$ cat config.mk
export PLATFORM = sky130hd
export DESIGN_NAME = tdm_demux10_flat
export DESIGN_NICKNAME = d
export VERILOG_FILES = /design/src/rtl/tdm_pkg.sv /design/src/rtl/tdm_demux10_if.sv /design/src/rtl/tdm_slot_dec.sv /design/src/rtl/tdm_demux10.sv /design/src/flat_wrapper.sv
export SDC_FILE = /design/constraint.sdc
export NUM_CORES = 1
export LEC_CHECK = 0
export BUFFER_PORTS_ARGS = -buffer_cell sky130_fd_sc_hd__buf_2
export CAP_MARGIN = 20
export CORE_ASPECT_RATIO = 2
export CORE_MARGIN = 8
export CORE_UTILIZATION = 30
export DETAILED_ROUTE_END_ITERATION = 8
export PLACE_DENSITY = 0.46
export SYNTH_ARGS = -nofsm -noshare
export SYNTH_HDL_FRONTEND = slang
export SYNTH_SLANG_ARGS = --single-unit
$ cat constraint.sdc
create_clock -name clk -period 5.8 [get_ports clk]
set_input_delay 0.29 -clock clk [delete_from_list [all_inputs] [get_ports clk]]
set_output_delay 0.29 -clock clk [all_outputs]
set_load 0.02 [all_outputs]
$ cat src/rtl/tdm_pkg.sv
// Shared types and constants for the 10-channel TDM receive demux.
// Holds the FSM state encoding, default sizing and a slot-match helper.
package tdm_pkg;

   localparam int DEF_NCH = 10;
   localparam int DEF_SW  = 4;

   typedef enum logic {
      IDLE    = 1'b0,
      COLLECT = 1'b1
   } state_t;

   // One bit of the one-hot vector for slot index idx: high when idx == k.
   function automatic logic slot_hit(input int unsigned idx,
                                     input int unsigned k);
      return idx == k;
   endfunction

endpackage

$ cat src/rtl/tdm_demux10_if.sv
// Serial-in / parallel-out bundle between the TDM link and its consumers.
// master: drives din/din_valid/sof; slave (the demux): drives frame/strobes.
interface tdm_demux10_if #(
   parameter int NCH = 10,
   parameter int SW  = 4
);
   logic           din;
   logic           din_valid;
   logic           sof;
   logic [NCH-1:0] frame;
   logic           frame_valid;
   logic [NCH-1:0] ch_strobe;
   logic           ch_bit;
   logic [SW-1:0]  slot;
   logic           sync_err;

   modport master (
      output din, din_valid, sof,
      input  frame, frame_valid, ch_strobe,
      input  ch_bit, slot, sync_err
   );

   modport slave (
      input  din, din_valid, sof,
      output frame, frame_valid, ch_strobe,
      output ch_bit, slot, sync_err
   );
endinterface

$ cat src/rtl/tdm_slot_dec.sv
// Binary slot index to one-hot decoder with enable (combinational).
// i_en: enable, i_sel: slot index, o_onehot: NCH-wide one-hot (0 if !i_en).
module tdm_slot_dec
   import tdm_pkg::*;
#(
   parameter int NCH = DEF_NCH,
   parameter int SW  = DEF_SW
) (
   input  logic           i_en,
   input  logic [SW-1:0]  i_sel,
   output logic [NCH-1:0] o_onehot
);

   always_comb begin
      o_onehot = '0;
      for (int k = 0; k < NCH; k++) begin
         o_onehot[k] = i_en & slot_hit(32'(i_sel), unsigned'(k));
      end
   end

endmodule

$ cat src/rtl/tdm_demux10.sv
// TDM receive demux: rebuilds the NCH-bit frame from a serial slot stream
// and strobes each accepted bit onto its own channel.
// Ports: clk, rst_n (sync, active-low), bus (slave modport of tdm_demux10_if).
module tdm_demux10
   import tdm_pkg::*;
#(
   parameter int NCH = DEF_NCH,
   parameter int SW  = DEF_SW
) (
   input  logic         clk,
   input  logic         rst_n,
   tdm_demux10_if.slave bus
);

   localparam logic [SW-1:0] LAST = SW'(NCH - 1);

   state_t         r_state;
   state_t         w_state_nxt;
   logic [SW-1:0]  r_slot;
   logic [SW-1:0]  w_slot_nxt;
   logic [SW-1:0]  w_idx;
   logic [NCH-1:0] r_buf;
   logic [NCH-1:0] w_buf_nxt;
   logic [NCH-1:0] r_frame;
   logic [NCH-1:0] w_frame_nxt;
   logic [NCH-1:0] w_we;
   logic [NCH-1:0] r_strobe;
   logic           r_fv;
   logic           w_fv_nxt;
   logic           r_err;
   logic           w_err_nxt;
   logic           r_bit;
   logic           w_acc;
   logic           w_coll;
   logic           w_last;

   // A bit is taken when it opens a frame (sof) or continues one.
   // Out-of-range slot values collapse onto the final slot.
   always_comb begin
      w_coll = (r_state == COLLECT);
      w_acc  = bus.din_valid & (bus.sof | w_coll);
      w_last = w_coll & ~bus.sof & (r_slot >= LAST);
      w_idx  = r_slot;
      if (bus.sof) begin
         w_idx = '0;
      end else if (r_slot >= LAST) begin
         w_idx = LAST;
      end
   end

   tdm_slot_dec #(
      .NCH (NCH),
      .SW  (SW)
   ) u_dec (
      .i_en     (w_acc),
      .i_sel    (w_idx),
      .o_onehot (w_we)
   );

   always_comb begin
      w_state_nxt = r_state;
      w_slot_nxt  = r_slot;
      w_frame_nxt = r_frame;
      w_fv_nxt    = 1'b0;
      w_err_nxt   = 1'b0;
      w_buf_nxt   = (r_buf & ~w_we) | (w_we & {NCH{bus.din}});
      if (bus.din_valid) begin
         unique case (1'b1)
            bus.sof: begin
               w_state_nxt = COLLECT;
               w_slot_nxt  = SW'(1);
               w_err_nxt   = w_coll;
            end
            (~bus.sof & ~w_coll): begin
            end
            w_last: begin
               w_frame_nxt = w_buf_nxt;
               w_fv_nxt    = 1'b1;
               w_slot_nxt  = '0;
               w_state_nxt = IDLE;
            end
            (~bus.sof & w_coll & ~w_last): begin
               w_slot_nxt = r_slot + SW'(1);
            end
            default: begin
            end
         endcase
      end
   end

   always_ff @(posedge clk) begin
      if (!rst_n) begin
         r_state  <= IDLE;
         r_slot   <= '0;
         r_buf    <= '0;
         r_frame  <= '0;
         r_fv     <= 1'b0;
         r_strobe <= '0;
         r_bit    <= 1'b0;
         r_err    <= 1'b0;
      end else begin
         r_state  <= w_state_nxt;
         r_slot   <= w_slot_nxt;
         r_buf    <= w_buf_nxt;
         r_frame  <= w_frame_nxt;
         r_fv     <= w_fv_nxt;
         r_strobe <= w_we;
         r_err    <= w_err_nxt;
         if (w_acc) begin
            r_bit <= bus.din;
         end
      end
   end

   assign bus.frame       = r_frame;
   assign bus.frame_valid = r_fv;
   assign bus.ch_strobe   = r_strobe;
   assign bus.ch_bit      = r_bit;
   assign bus.slot        = r_slot;
   assign bus.sync_err    = r_err;

endmodule

$ cat src/flat_wrapper.sv
// flat-port wrapper written by rule: the top's interface ports become plain ports
module tdm_demux10_flat import tdm_pkg::*;
#(
   parameter int NCH = DEF_NCH,
   parameter int SW  = DEF_SW
)
  (clk, rst_n, bus_din, bus_din_valid, bus_sof, bus_frame, bus_frame_valid, bus_ch_strobe, bus_ch_bit, bus_slot, bus_sync_err);
  tdm_demux10_if #(.NCH(NCH), .SW(SW)) bus_i ();
  input  logic clk;
  input  logic rst_n;
  input wire logic [$bits(bus_i.din)-1:0] bus_din;
  input wire logic [$bits(bus_i.din_valid)-1:0] bus_din_valid;
  input wire logic [$bits(bus_i.sof)-1:0] bus_sof;
  output wire logic [$bits(bus_i.frame)-1:0] bus_frame;
  output wire logic [$bits(bus_i.frame_valid)-1:0] bus_frame_valid;
  output wire logic [$bits(bus_i.ch_strobe)-1:0] bus_ch_strobe;
  output wire logic [$bits(bus_i.ch_bit)-1:0] bus_ch_bit;
  output wire logic [$bits(bus_i.slot)-1:0] bus_slot;
  output wire logic [$bits(bus_i.sync_err)-1:0] bus_sync_err;
  assign bus_i.din = bus_din;
  assign bus_i.din_valid = bus_din_valid;
  assign bus_i.sof = bus_sof;
  assign bus_frame = bus_i.frame;
  assign bus_frame_valid = bus_i.frame_valid;
  assign bus_ch_strobe = bus_i.ch_strobe;
  assign bus_ch_bit = bus_i.ch_bit;
  assign bus_slot = bus_i.slot;
  assign bus_sync_err = bus_i.sync_err;
  tdm_demux10 #(.NCH(NCH), .SW(SW)) u_core (.clk(clk), .rst_n(rst_n), .bus(bus_i));
endmodule
Word level (Yosys, flattened, before mapping)
Index checks and enable logic that the tools add are counted.

Add/sub/neg operators: 1. Multiply operators: 0. Divide/modulo/power cells: 0. Magnitude comparators: 1. Equal/unequal tests: 9. Shift-type cells: 0. Multiplexer cells: 5. Bitwise operators: 21. Reduce and logical (&&, ||, !) cells: 8.

Operator list (count): $and A10 B10 Y10 (2); $eq A4 B3 Y1 const B (4); $and A1 B1 Y1 (14); $pmux W4 S3 (1); $not A10 Y10 (1); $or A10 B10 Y10 (1); $eq A4 B2 Y1 const B (2); $eq A4 B4 Y1 const B (2); $mux W4 (2); $reduce_and A2 Y1 (4); $add A4 B1 Y4 const B (1); $eq A4 B1 Y1 const B (1); $ge A4 B4 Y1 const B (1); $logic_not A4 Y1 (1); $reduce_and A3 Y1 (1); $reduce_bool A3 Y1 (1); $not A1 Y1 (2); $pmux W1 S2 (1); $reduce_bool A2 Y1 (1); $mux W1 (1); $or A1 B1 Y1 (1).

Register bits after elaboration: 38. Bits in latches: 0. Bits in writable memories: 0. Memory bits (read-only): 0. Output and inout bits: 27. Logic and storage cells: 53. Memories: 0.

Logic depth before layout (Yosys ltp)
Gate-level depths: netlist (run 1).

Word-level depth: 8. Gate-level depth with buffers: 8. Mapped depth without buffers: 6.

By module
A second synthesis (run 1) with hierarchy kept.

Cells, all modules: 153. Area, all modules: 1536.5 um^2.

Modules (own cells, without submodules): tdm_demux10 (times used 1, cells an instance 137, area each 1450.1 um^2); tdm_slot_dec (times used 1, cells an instance 16, area each 86.3 um^2).

Least setup slack after synthesis (run 1)
Ideal clock, no wire load.

Path type: reg2reg. Start: register u_core.r_slot[1] (netlist: u_core.bus.slot[1]). End: register u_core.r_buf[7]. Library setup time: 0.116 ns. Arrival: 2.041 ns. Slack: 3.643 ns. Cell stages (with the launch flop): 8. Path buffers: 1. Clock period less this slack: 2.157 ns. Cells stage by stage: dfxtp_1 > clkbuf_1 > inv_1 > ha_1 > or3b_4 > a2111oi_4 > mux2i_1 > nor2b_1.

Cells in the longest elaborated chain, start to end: 8. Elaborated cells on any way between the ends: 9. Those cells by class: order compare (1); eq/ne (1); mux (2); bitwise (5).

RTL lines: start: declaration (line tdm_demux10.sv:19) `logic [SW-1:0] r_slot;`; start signal: assignment (line tdm_demux10.sv:103) `r_slot <= w_slot_nxt;`; $ge A4 B4 Y1 (line tdm_demux10.sv:46) `end else if (r_slot >= LAST) begin`; $mux W4 * (line tdm_demux10.sv:46); $mux W4 * (line tdm_demux10.sv:44) `if (bus.sof) begin`; $eq A4 B3 Y1 * (line tdm_pkg.sv:16) `return idx == k;`; $and A1 B1 Y1 * (line tdm_slot_dec.sv:17) `o_onehot[k] = i_en & slot_hit(32'(i_sel), unsigned'(k));`; $not A10 Y10 (line tdm_demux10.sv:66) `w_buf_nxt = (r_buf & ~w_we) | (w_we & {NCH{bus.din}});`; $and A10 B10 Y10 (line tdm_demux10.sv:66); $or A10 B10 Y10 * (line tdm_demux10.sv:66); end signal: assignment (line tdm_demux10.sv:104) `r_buf <= w_buf_nxt;`; end: declaration (line tdm_demux10.sv:22) `logic [NCH-1:0] r_buf;`.

Mark *: on every way between the ends. The rest lies on a longest branch, timed or not. A chain may end at the register's enable or synchronous reset.

Final worst setup path (run 1)
Start: register u_core.r_slot[1] (netlist: u_core.bus.slot[1]). End: register u_core.r_buf[3].

Cells in the longest elaborated chain, start to end: 8. Elaborated cells on any way between the ends: 9. Those cells by class: order compare (1); eq/ne (1); mux (2); bitwise (5).

RTL lines (line): $ge A4 B4 Y1 (tdm_demux10.sv:46); $mux W4 * (tdm_demux10.sv:46); $mux W4 * (tdm_demux10.sv:44); $eq A4 B2 Y1 * (tdm_pkg.sv:16); $and A1 B1 Y1 * (tdm_slot_dec.sv:17); $not A10 Y10 (tdm_demux10.sv:66); $and A10 B10 Y10 (tdm_demux10.sv:66); $or A10 B10 Y10 * (tdm_demux10.sv:66).

Marks and branches as above.

==> results of run 1 <==
[power by group]
part / internal, mW / switching [mW] / total (mW)
combinational: 0.0111 / 0.0221 / 0.0332
sequential: 0.257 / 0.00449 / 0.261
clock: 0.107 / 0.0907 / 0.198
[critical path: cells and delay by family, from the launching register on]
kind	cells	cell delay, ps
simple gates	2	610
mux	1	160
compound gates	1	300
fa+ha+maj	1	220
flops	1	530
buf+inv	1	160
[metal layers]
| metal | up-vias | GRT usage, % | part of all wire [%] |
|---|---|---|---|
| met4 | 0 | 7.174 | 3.0 |
| met5 | - | 0 | 0 |
| li1 | 626 | - | - |
| met3 | 10 | 2.305 | 5.6 |
| met1 | 600 | 9.666 | 36 |
| met2 | 35 | 20.09 | 55 |
[cells in the mapped netlist]
cell type | instances | area share (%)
and4b_1 | 1 | 0.66
inv_1 | 2 | 0.49
o31ai_1 | 2 | 0.99
nand3b_1 | 1 | 0.49
nor3_1 | 1 | 0.33
nand4b_1 | 1 | 0.58
nor2b_1 | 9 | 3.7
or3b_4 | 1 | 0.74
a211oi_1 | 1 | 0.49
o211ai_1 | 4 | 2.0
a21boi_0 | 7 | 3.5
a21boi_1 | 1 | 0.49
a2111oi_4 | 1 | 1.8
o21ai_1 | 1 | 0.33
nor3b_1 | 3 | 1.5
nand2b_1 | 3 | 1.2
a21oi_1 | 5 | 1.6
nand2_1 | 26 | 6.4
mux2i_1 | 8 | 5.3
nand4_1 | 2 | 0.82
o21ai_0 | 9 | 3.0
nand3_1 | 5 | 1.6
dfxtp_1 | 37 | 49
and3_1 | 1 | 0.41
ha_1 | 3 | 2.5
o22ai_1 | 1 | 0.41
nor2_1 | 15 | 3.7
buf_6 | 1 | 0.74
a31oi_1 | 1 | 0.41
buf_2 | 4 | 1.3
nor4_1 | 3 | 1.2
a21oi_2 | 1 | 0.58
buf_1 | 1 | 0.25
clkbuf_1 | 7 | 1.7
[per-stage QoR]
step	hold WS [ps]	std cells	worst slack, ps	utilization (%)
after floorplan	430.1	169	3643	-
after global placement	452.0	244	3685	34.65
after detailed placement	449.5	244	3706	34.65
after CTS	338.0	252	3680	36.73
after global routing	362.5	252	3398	36.73
final	331.9	252	3699	36.73
[worst max-delay path by stage]
stage,from,end,slack (ps),cells after the start
CTS,u_core.bus.slot[0],u_core.bus.frame[1],3680,6
finish,u_core.bus.slot[1],u_core.r_buf[3],3700,6
floorplan,u_core.bus.slot[1],u_core.r_buf[7],3640,7
global placement,u_core.bus.slot[1],u_core.r_buf[7],3680,6
global route,u_core.bus.slot[0],u_core.bus.frame[1],3400,6
detailed placement,u_core.bus.slot[1],u_core.r_buf[7],3710,6
[sequential cells by signal, indices dropped and copies added (netlist names)]
name                    flops
u_core.bus.ch_strobe       10
u_core.bus.slot             4
u_core.bus.ch_bit           1
u_core.bus.sync_err         1
u_core.r_state              1
u_core.r_buf                9
u_core.bus.frame           10
u_core.bus.frame_valid      1
[final cells by class]
cell class	instances	area [sq um]
Tap cell	57	71.32
Inverter	2	7.507
Clock buffer	7	96.34
Sequential cell	37	740.7
Multi-Input combinational cell	117	710.7
Fill cell	534	3078
Clock inverter	1	5.005
Timing Repair Buffer	31	155.1
[cells by family (layout without fill, tap and decap cells)]
family | count (synthesis) | in the layout | synth area share, %
and+or+nand+nor | 72 | 72 | 23.46
DFF | 37 | 37 | 48.72
AOI/OAI and AO/OA | 34 | 34 | 15.56
buffers and inverters | 15 | 41 | 4.527
muxes | 8 | 8 | 5.268
adders and majority gates | 3 | 3 | 2.469
==> qor.yml, run 1 <==
run_status:
  status: "completed"
global_routing:
  grt_first_pass_wirelength_microns: 6341
  grt_use_total_pct: 10.70
  antenna_found_initial: 0
  grt_max_degree: 34
  grt_pass1_vias: 1307
  overflow: 0
min_path:
  whs_endpoint: "u_core.bus.frame[9]"
  min-delay-start: "bus_din"
  min_path_cells: 3
  hp-class: "in -> reg"
setup_path:
  cp.arrival_ps: 2280
  worstPathMaxFanout: 11
  r2r_slack_ps: 3700
  cp_slowest_cell: "dfxtp_1"
  path_cells: "inv_1, ha_1, or3b_4, a21oi_2, nand4_1, mux2i_1"
  r2r-end: "u_core.r_buf[3]"
  timing.critical_path.slowest_cell_delay_ps: 530
  rr_worst_depth: 6
  r2r_start: "u_core.bus.slot[1]"
  cp-end-kind: "flip-flop"
  path_class: "reg -> reg"
  worstPathRequired_ps: 5970
  cp-start-kind: "flip-flop"
cts:
  cts_tree: "built"
  ctsResizeCount: 0
  clock_sinks: 37
  cts.hold.buffers_added: 0
  htreeDepth: 2
  cts-root-buf: "clkbuf_8"
  clockBufferDepth: 2
  cts_setup_buffers: 0
  insertion_delay_ps: 290
  cts_buffers: 5
  cts.clk_slew.worst_paths_ps: 70
sta:
  rsz0062_at_grt: "false"
  fin_crit_sh_pct: 36.22
  fin_worst_skew_ps: 7.298
  hold_viol: 0
  setup_violations: 0
  slew_violations: 0
  fin_setup_tns_ps: 0
  fmaxAchievable_ghz: 0.4760
  fin_crit_ps: 2101
  tightest_slew_ps: 718.3
  slew_headroom_pct: 51.94
pwr:
  pwr_density_cell_nw_per_um2: 275.5
  power_leakage_nw: 0.7202
  power_mw: 0.4923
  vdd_drop_max_mv: 0.1374
route:
  vias_per_cell: 5.044
  ant_nets: 0
  dr_total_vias: 1271
  routed_wl_microns: 3928
  route.detailed.drc: 0
  routedWlPerCell_microns: 15.59
  first_pass_iters: 4
  first_iter_violations: 33
logic_synthesis:
  synthDistinctLibCells: 34
  ys_seq_area_share_pct: 48.72
  synth_fp_nets: 177
  synth_warnings: 0
  netlist_area_sq_um: 1520
  ys_ff_latch: 37
  syn_area_per_cell_sq_um: 8.995
  synth_cells: 169
cells_and_area:
  layout_commonest_cell: "dfxtp_1"
  antenna_cells: 0
  final_cell_mix: "dfxtp_1, buf_2, nand2_1"
  fin_area_sq_um: 1787
  drive_gt1_share_pct: 21.54
  nets: 202
  synthToLayoutAreaGrowth_pct: 17.53
floorplan:
  rows: 36
  io_pins: 32
  die_y_microns: 116.7
  fp.dieW_microns: 66.34
  start_util_pct: 31.25
  die_area_sq_um: 7739
  core_region_area_sq_um: 4865
placement:
  placed_area_sq_um: 1685
  port_buffers: 31
  routabilityCongestion: 0.9022
  hpwl_microns: 3008
flow_run:
  cap_violations: 0
Power figures use the tool's default switching activity.
==> run 2, diff against run 1 <==
--- a/config.mk
+++ b/config.mk
@@ -11,7 +11,7 @@
 export CORE_MARGIN = 8
 export CORE_UTILIZATION = 30
 export DETAILED_ROUTE_END_ITERATION = 8
-export PLACE_DENSITY = 0.46
+export PLACE_DENSITY = 0.48
 export SYNTH_ARGS = -nofsm -noshare
 export SYNTH_HDL_FRONTEND = slang
 export SYNTH_SLANG_ARGS = --single-unit
==> constraint.sdc (replaced) <==
create_clock -name clk -period 1.76 [get_ports clk]
set_input_delay 0.088 -clock clk [delete_from_list [all_inputs] [get_ports clk]]
set_output_delay 0.088 -clock clk [all_outputs]
set_load 0.02 [all_outputs]
==> run 2 against run 1 <==
Compared with the run above:
- register-to-register slack got worse by 3600 ps
- final cell count rose by 7.1%
- power rose to 3.2 times the previous value
- critical path type unchanged
- critical endpoint is now u_core.r_buf[7]
- highest routed layer unchanged
==> qor.yml, run 2 (synthesized netlist as in run 1, its figures left out) <==
run_status:
  status: "completed"
cells_and_area:
  fillers: 516
  fin_area_sq_um: 1943
  layout_commonest_cell: "dfxtp_1"
  nets: 220
  stdcell_count: 270
  utilization_pct: 39.94
  regArea_sq_um: 748.2
  antenna_cells: 0
  synthToLayoutAreaGrowth_pct: 27.82
  drive_gt1_share_pct: 30.05
  multiInputGateArea_sq_um: 735.7
  final_cell_mix: "dfxtp_1, buf_2, nand2_1"
pwr:
  vdd_drop_max_mv: 0.4598
  power_mw: 1.585
  power_leakage_nw: 0.8040
  pwr_density_cell_nw_per_um2: 815.6
sta:
  slew_headroom_pct: 71.66
  slew_violations: 0
  fin_crit_ps: 1710
  fin_crit_sh_pct: 97.17
  tightest_slew_ps: 425.1
  hold_slack_ps: 138.5
  fmaxAchievable_ghz: 0.5847
  rsz0062_at_grt: "true"
  setup_violations: 0
  hold_viol: 0
  fin_worst_skew_ps: 7.998
setup_path:
  r2r-end: "u_core.r_buf[7]"
  cp-end-kind: "flip-flop"
  cp-start-kind: "flip-flop"
  worstPathRequired_ps: 1950
  cp.arrival_ps: 1900
  r2r_slack_ps: 50
  rr_worst_depth: 6
  worstPathMaxFanout: 5
  r2r_start: "u_core.bus.slot[1]"
  path_class: "reg -> reg"
min_path:
  min-delay-start: "bus_din"
  min_path_cells: 3
  hp-class: "in -> reg"
  whs_endpoint: "u_core.bus.frame[9]"
floorplan:
  die_area_sq_um: 7739
  io_pins: 32
  core_region_area_sq_um: 4865
  start_util_pct: 31.25
  fp.dieW_microns: 66.34
  die_y_microns: 116.7
  rows: 36
route:
  first_pass_iters: 4
  dr_total_vias: 1353
  route.detailed.drc: 0
  routedWlPerCell_microns: 15.18
  first_iter_violations: 32
  ant_nets: 0
  vias_per_cell: 5.011
  routed_wl_microns: 4098
placement:
  hpwl_microns: 3189
  placed_area_sq_um: 1813
  dp_cells: 258
  port_buffers: 31
  routabilityCongestion: 0.8695
cts:
  cts.clk_slew.worst_paths_ps: 70
  cts_tree: "built"
  cts-root-buf: "clkbuf_8"
  htreeDepth: 2
  clock_sinks: 37
  insertion_delay_ps: 290
  cts_buffers: 5
  clockBufferDepth: 2
global_routing:
  overflow: 0
  antenna_found_initial: 0
  grt_max_degree: 24
  grt_use_total_pct: 11.10
  grt_first_pass_wirelength_microns: 6568
  grt_pass1_vias: 1351
flow_run:
  cap_violations: 0
-- run 2: per-layer routing --
metal | up-vias | GRT usage, % | share of wire (%)
met2 | 30 | 20.80 | 55
met4 | 0 | 7.461 | 3.9
met5 | - | 0 | 0
li1 | 661 | - | -
met1 | 648 | 9.949 | 37
met3 | 14 | 2.594 | 4.0
-- run 2: worst max-delay path by stage --
stage / slack (ps) / start / depth (start not counted) / end
after global routing: -50 / u_core.bus.slot[0] / 6 / u_core.r_buf[7]
after CTS: 60 / u_core.bus.slot[0] / 6 / u_core.r_buf[7]
after detailed placement: 60 / u_core.bus.slot[0] / 6 / u_core.r_buf[7]
after global placement: 80 / u_core.bus.slot[0] / 6 / u_core.r_buf[7]
after floorplan: -50 / u_core.bus.slot[1] / 7 / u_core.r_buf[7]
final: 50 / u_core.bus.slot[1] / 6 / u_core.r_buf[7]
-- run 2: layout make-up --
type                       count  share of cell area, %
inverter                       2                 0.7727
tap                           57                  3.670
timing repair buffer          49                  14.94
multi-input combinational    117                  37.86
sequential                    37                  38.51
clock inverter                 1                 0.3220
clock buffer                   7                  3.928
-- run 2: where the power goes --
group	switching (mW)	total, mW	internal [mW]
clock	0.297	0.578	0.281
sequential	0.00890	0.853	0.844
combinational	0.0888	0.154	0.0649
-- run 2: critical path, cell delays in order (launching register included) --
cell	delay [ps]
dfxtp_4	370
inv_6	40
ha_4	150
or3b_4	410
a2111oi_4	370
mux2i_1	220
nor2b_1	60
-- run 2: metrics by stage --
| stage | TNS [ps] | setup WS [ps] |
|---|---|---|
| 3_5_place_dp | 0 | 57.26 |
| 4_1_cts | 0 | 56.13 |
| 5_1_grt | -58.64 | -48.47 |
| 2_1_floorplan | -47.51 | -47.51 |
| 6_report | 0 | 49.78 |
| 3_3_place_gp | 0 | 75.88 |
-- run 2: repair_timing --
item / 4_1_cts / 5_1_grt
setup buffers: 0 / 4
resized for setup: 0 / 4
setup endpoints to repair: 0 / 9
hold buffers: 0 / 0
==> run 3, diff against run 2 <==
--- a/config.mk
+++ b/config.mk
@@ -5,13 +5,15 @@
 export SDC_FILE = /design/constraint.sdc
 export NUM_CORES = 1
 export LEC_CHECK = 0
+export ABC_AREA = 1
 export BUFFER_PORTS_ARGS = -buffer_cell sky130_fd_sc_hd__buf_2
 export CAP_MARGIN = 20
 export CORE_ASPECT_RATIO = 2
 export CORE_MARGIN = 8
 export CORE_UTILIZATION = 30
 export DETAILED_ROUTE_END_ITERATION = 8
-export PLACE_DENSITY = 0.48
+export PLACE_DENSITY = 0.47
 export SYNTH_ARGS = -nofsm -noshare
 export SYNTH_HDL_FRONTEND = slang
 export SYNTH_SLANG_ARGS = --single-unit
+export TNS_END_PERCENT = 50
==> run 3 against run 2 <==
Compared with the run above:
- global-route usage shrank 1.7 points
- clock power increased by 8.8%
- worst setup slack improved by 68 ps
- largest cell class unchanged
==> qor.yml, run 3 <==
setup_path:
  startpoint: "u_core.bus.slot[0]"
  cp-end-kind: "flip-flop"
  rr_worst_depth: 11
  r2r-end: "u_core.bus.frame[5]"
  r2r_start: "u_core.bus.slot[0]"
  cp.arrival_ps: 1840
  cp-start-kind: "flip-flop"
  worstPathMaxFanout: 12
  r2r_slack_ps: 120
  crit_end: "u_core.bus.frame[5]"
  path_class: "reg -> reg"
  worstPathRequired_ps: 1960
floorplan:
  io_pins: 32
  core_region_area_sq_um: 5325
  die_area_sq_um: 8120
  fp.dieW_microns: 67.85
  start_util_pct: 30.29
  rows: 38
  die_y_microns: 119.7
logic_synthesis:
  yosys.area.top_type: "dfxtp_1"
  syn_area_per_cell_sq_um: 8.579
  ys_top_cells_by_count: "dfxtp_1, nand2_1, nand3_1"
  ys_seq_area_share_pct: 47.17
  async_flop_share_pct: 0
  synth_most_common_cell: "dfxtp_1"
  synthDistinctLibCells: 28
  synth_edf_count: 0
  ys_ff_latch: 38
  synth_fp_nets: 196
  synthTopCellsByArea: "dfxtp_1, nand3_1, nand2_1"
  netlist_area_sq_um: 1613
  yosys.area.top_type_share_pct: 47.17
  synth_cells: 188
  synth_warnings: 0
  synth_top_flop_cell: "dfxtp_1"
cells_and_area:
  multiInputGateArea_sq_um: 724.4
  regArea_sq_um: 760.7
  nets: 236
  drive_gt1_share_pct: 27.95
  fillers: 580
  final_cell_mix: "dfxtp_1, buf_2, nand2_1"
  synthToLayoutAreaGrowth_pct: 22.65
  antenna_cells: 0
  layout_commonest_cell: "dfxtp_1"
placement:
  port_buffers: 31
  hpwl_microns: 2730
  routabilityCongestion: 0.7417
flow_run:
  cap_violations: 0
cts:
  htreeDepth: 2
  cts.clk_slew.worst_paths_ps: 80
  clockBufferDepth: 2
  cts-root-buf: "clkbuf_8"
  clock_sinks: 38
  insertion_delay_ps: 290
  cts.hold.buffers_added: 0
  cts_buffers: 5
  cts_tree: "built"
route:
  routed_wl_microns: 3688
  first_pass_iters: 4
  vias_per_cell: 4.644
  route.detailed.drc: 0
  ant_nets: 0
  routedWlPerCell_microns: 12.76
  dr_total_vias: 1342
  first_iter_violations: 26
sta:
  setup_violations: 0
  slew_violations: 0
  fmaxAchievable_ghz: 0.6090
  fin_crit_ps: 1642
  fin_crit_sh_pct: 93.30
  tightest_slew_ps: 750.0
  fin_setup_tns_ps: 0
  slew_headroom_pct: 49.95
  rsz0062_at_grt: "true"
  fin_worst_skew_ps: 6.448
  hold_viol: 0
pwr:
  pwr_density_cell_nw_per_um2: 821.7
  vdd_drop_max_mv: 0.5961
  power_leakage_nw: 0.9087
  power_mw: 1.625
global_routing:
  grt_use_total_pct: 9.437
  grt_pass1_vias: 1269
  grt_first_pass_wirelength_microns: 5961
  grt_max_degree: 24
  overflow: 0
  antenna_found_initial: 0
run_status:
  status: "completed"
min_path:
  hp-class: "in -> reg"
-- run 3: changes by cell type after synthesis, sizes merged, moves of 4 or more --
| cell | change |
|---|---|
| nand3 | +21 |
| inv | +17 |
| o21a | +10 |
| nor2b | -9 |
| a21boi | -8 |
| a21oi | +8 |
| mux2i | -8 |
| nand2 | +8 |
| o21ai | -7 |
| nand4 | +6 |
| o211ai | -4 |
-- run 3: critical path, cell delays in order (launching register included) --
cell	delay [ps]
dfxtp_1	360
inv_1	70
ha_1	210
nand3_2	110
nand2_4	80
buf_4	160
nand3_4	120
nand3_1	140
nand2_1	110
nand3_1	80
nand2_1	60
inv_1	30
-- run 3: report_power, final --
| part | internal (mW) | switching, mW |
|---|---|---|
| clock | 0.315 | 0.315 |
| sequential | 0.869 | 0.00581 |
| combinational | 0.0392 | 0.0822 |
| total | 1.22 | 0.403 |
-- run 3: per-stage QoR --
step | utilization (%) | area [sq um] | cells | setup WS, ps | hold slack, ps
2_1_floorplan | - | 1613 | 188 | 11.74 | 250.2
3_3_place_gp | 34.63 | 1844 | 277 | 166.2 | 411.5
3_5_place_dp | 34.63 | 1844 | 277 | 132.1 | 418.4
4_1_cts | 36.42 | 1939 | 285 | 127.4 | 100.7
5_1_grt | 37.15 | 1978 | 289 | 3.727 | 112.4
6_report | 37.15 | 1978 | 289 | 117.8 | 108.2
-- run 3: how the worst min path moves through the flow --
stage	from	endpoint	slack [ps]	cells past startpoint
floorplan	bus_din_valid	u_core.bus.sync_err	250	2
detailed placement	bus_din_valid	u_core.bus.sync_err	420	3
global route	bus_din_valid	u_core.bus.sync_err	110	3
global placement	bus_din_valid	u_core.r_state	410	3
finish	bus_din_valid	u_core.bus.sync_err	110	3
CTS	bus_din_valid	u_core.bus.sync_err	100	3
-- run 3: final cells by class --
| class | count | share of cell area [%] |
|---|---|---|
| well taps | 60 | 3.795 |
| clock inverters | 2 | 0.6325 |
| repair buffers | 40 | 11.89 |
| clock buffers | 6 | 4.175 |
| multi-input cells | 123 | 36.62 |
| inverters | 20 | 4.428 |
| flip-flops and latches | 38 | 38.46 |
-- run 3: cell families after synthesis --
logic type / share of synthesized area, %
simple gates: 28.24
flops: 47.17
compound gates: 12.80
buf+inv: 8.921
fa+ha+maj: 2.328
xor+xnor: 0.5432
-- run 3: metal layers --
layer  vias up  track usage, %  routed length (microns)  share of wire, %
li1        711               -                        -                 -
met1       596           10.99                     1676                45
met2        29           15.03                     1695                46
met3         6           3.361                      251               6.8
met4         0           3.871                       65               1.8
met5         -               0                        0                 0
-- run 3: what timing repair did --
item                                    in CTS  in global routing
setup buffers                                0                  3
gates resized for setup                      0                  2
endpoints found under the setup margin       0                  2
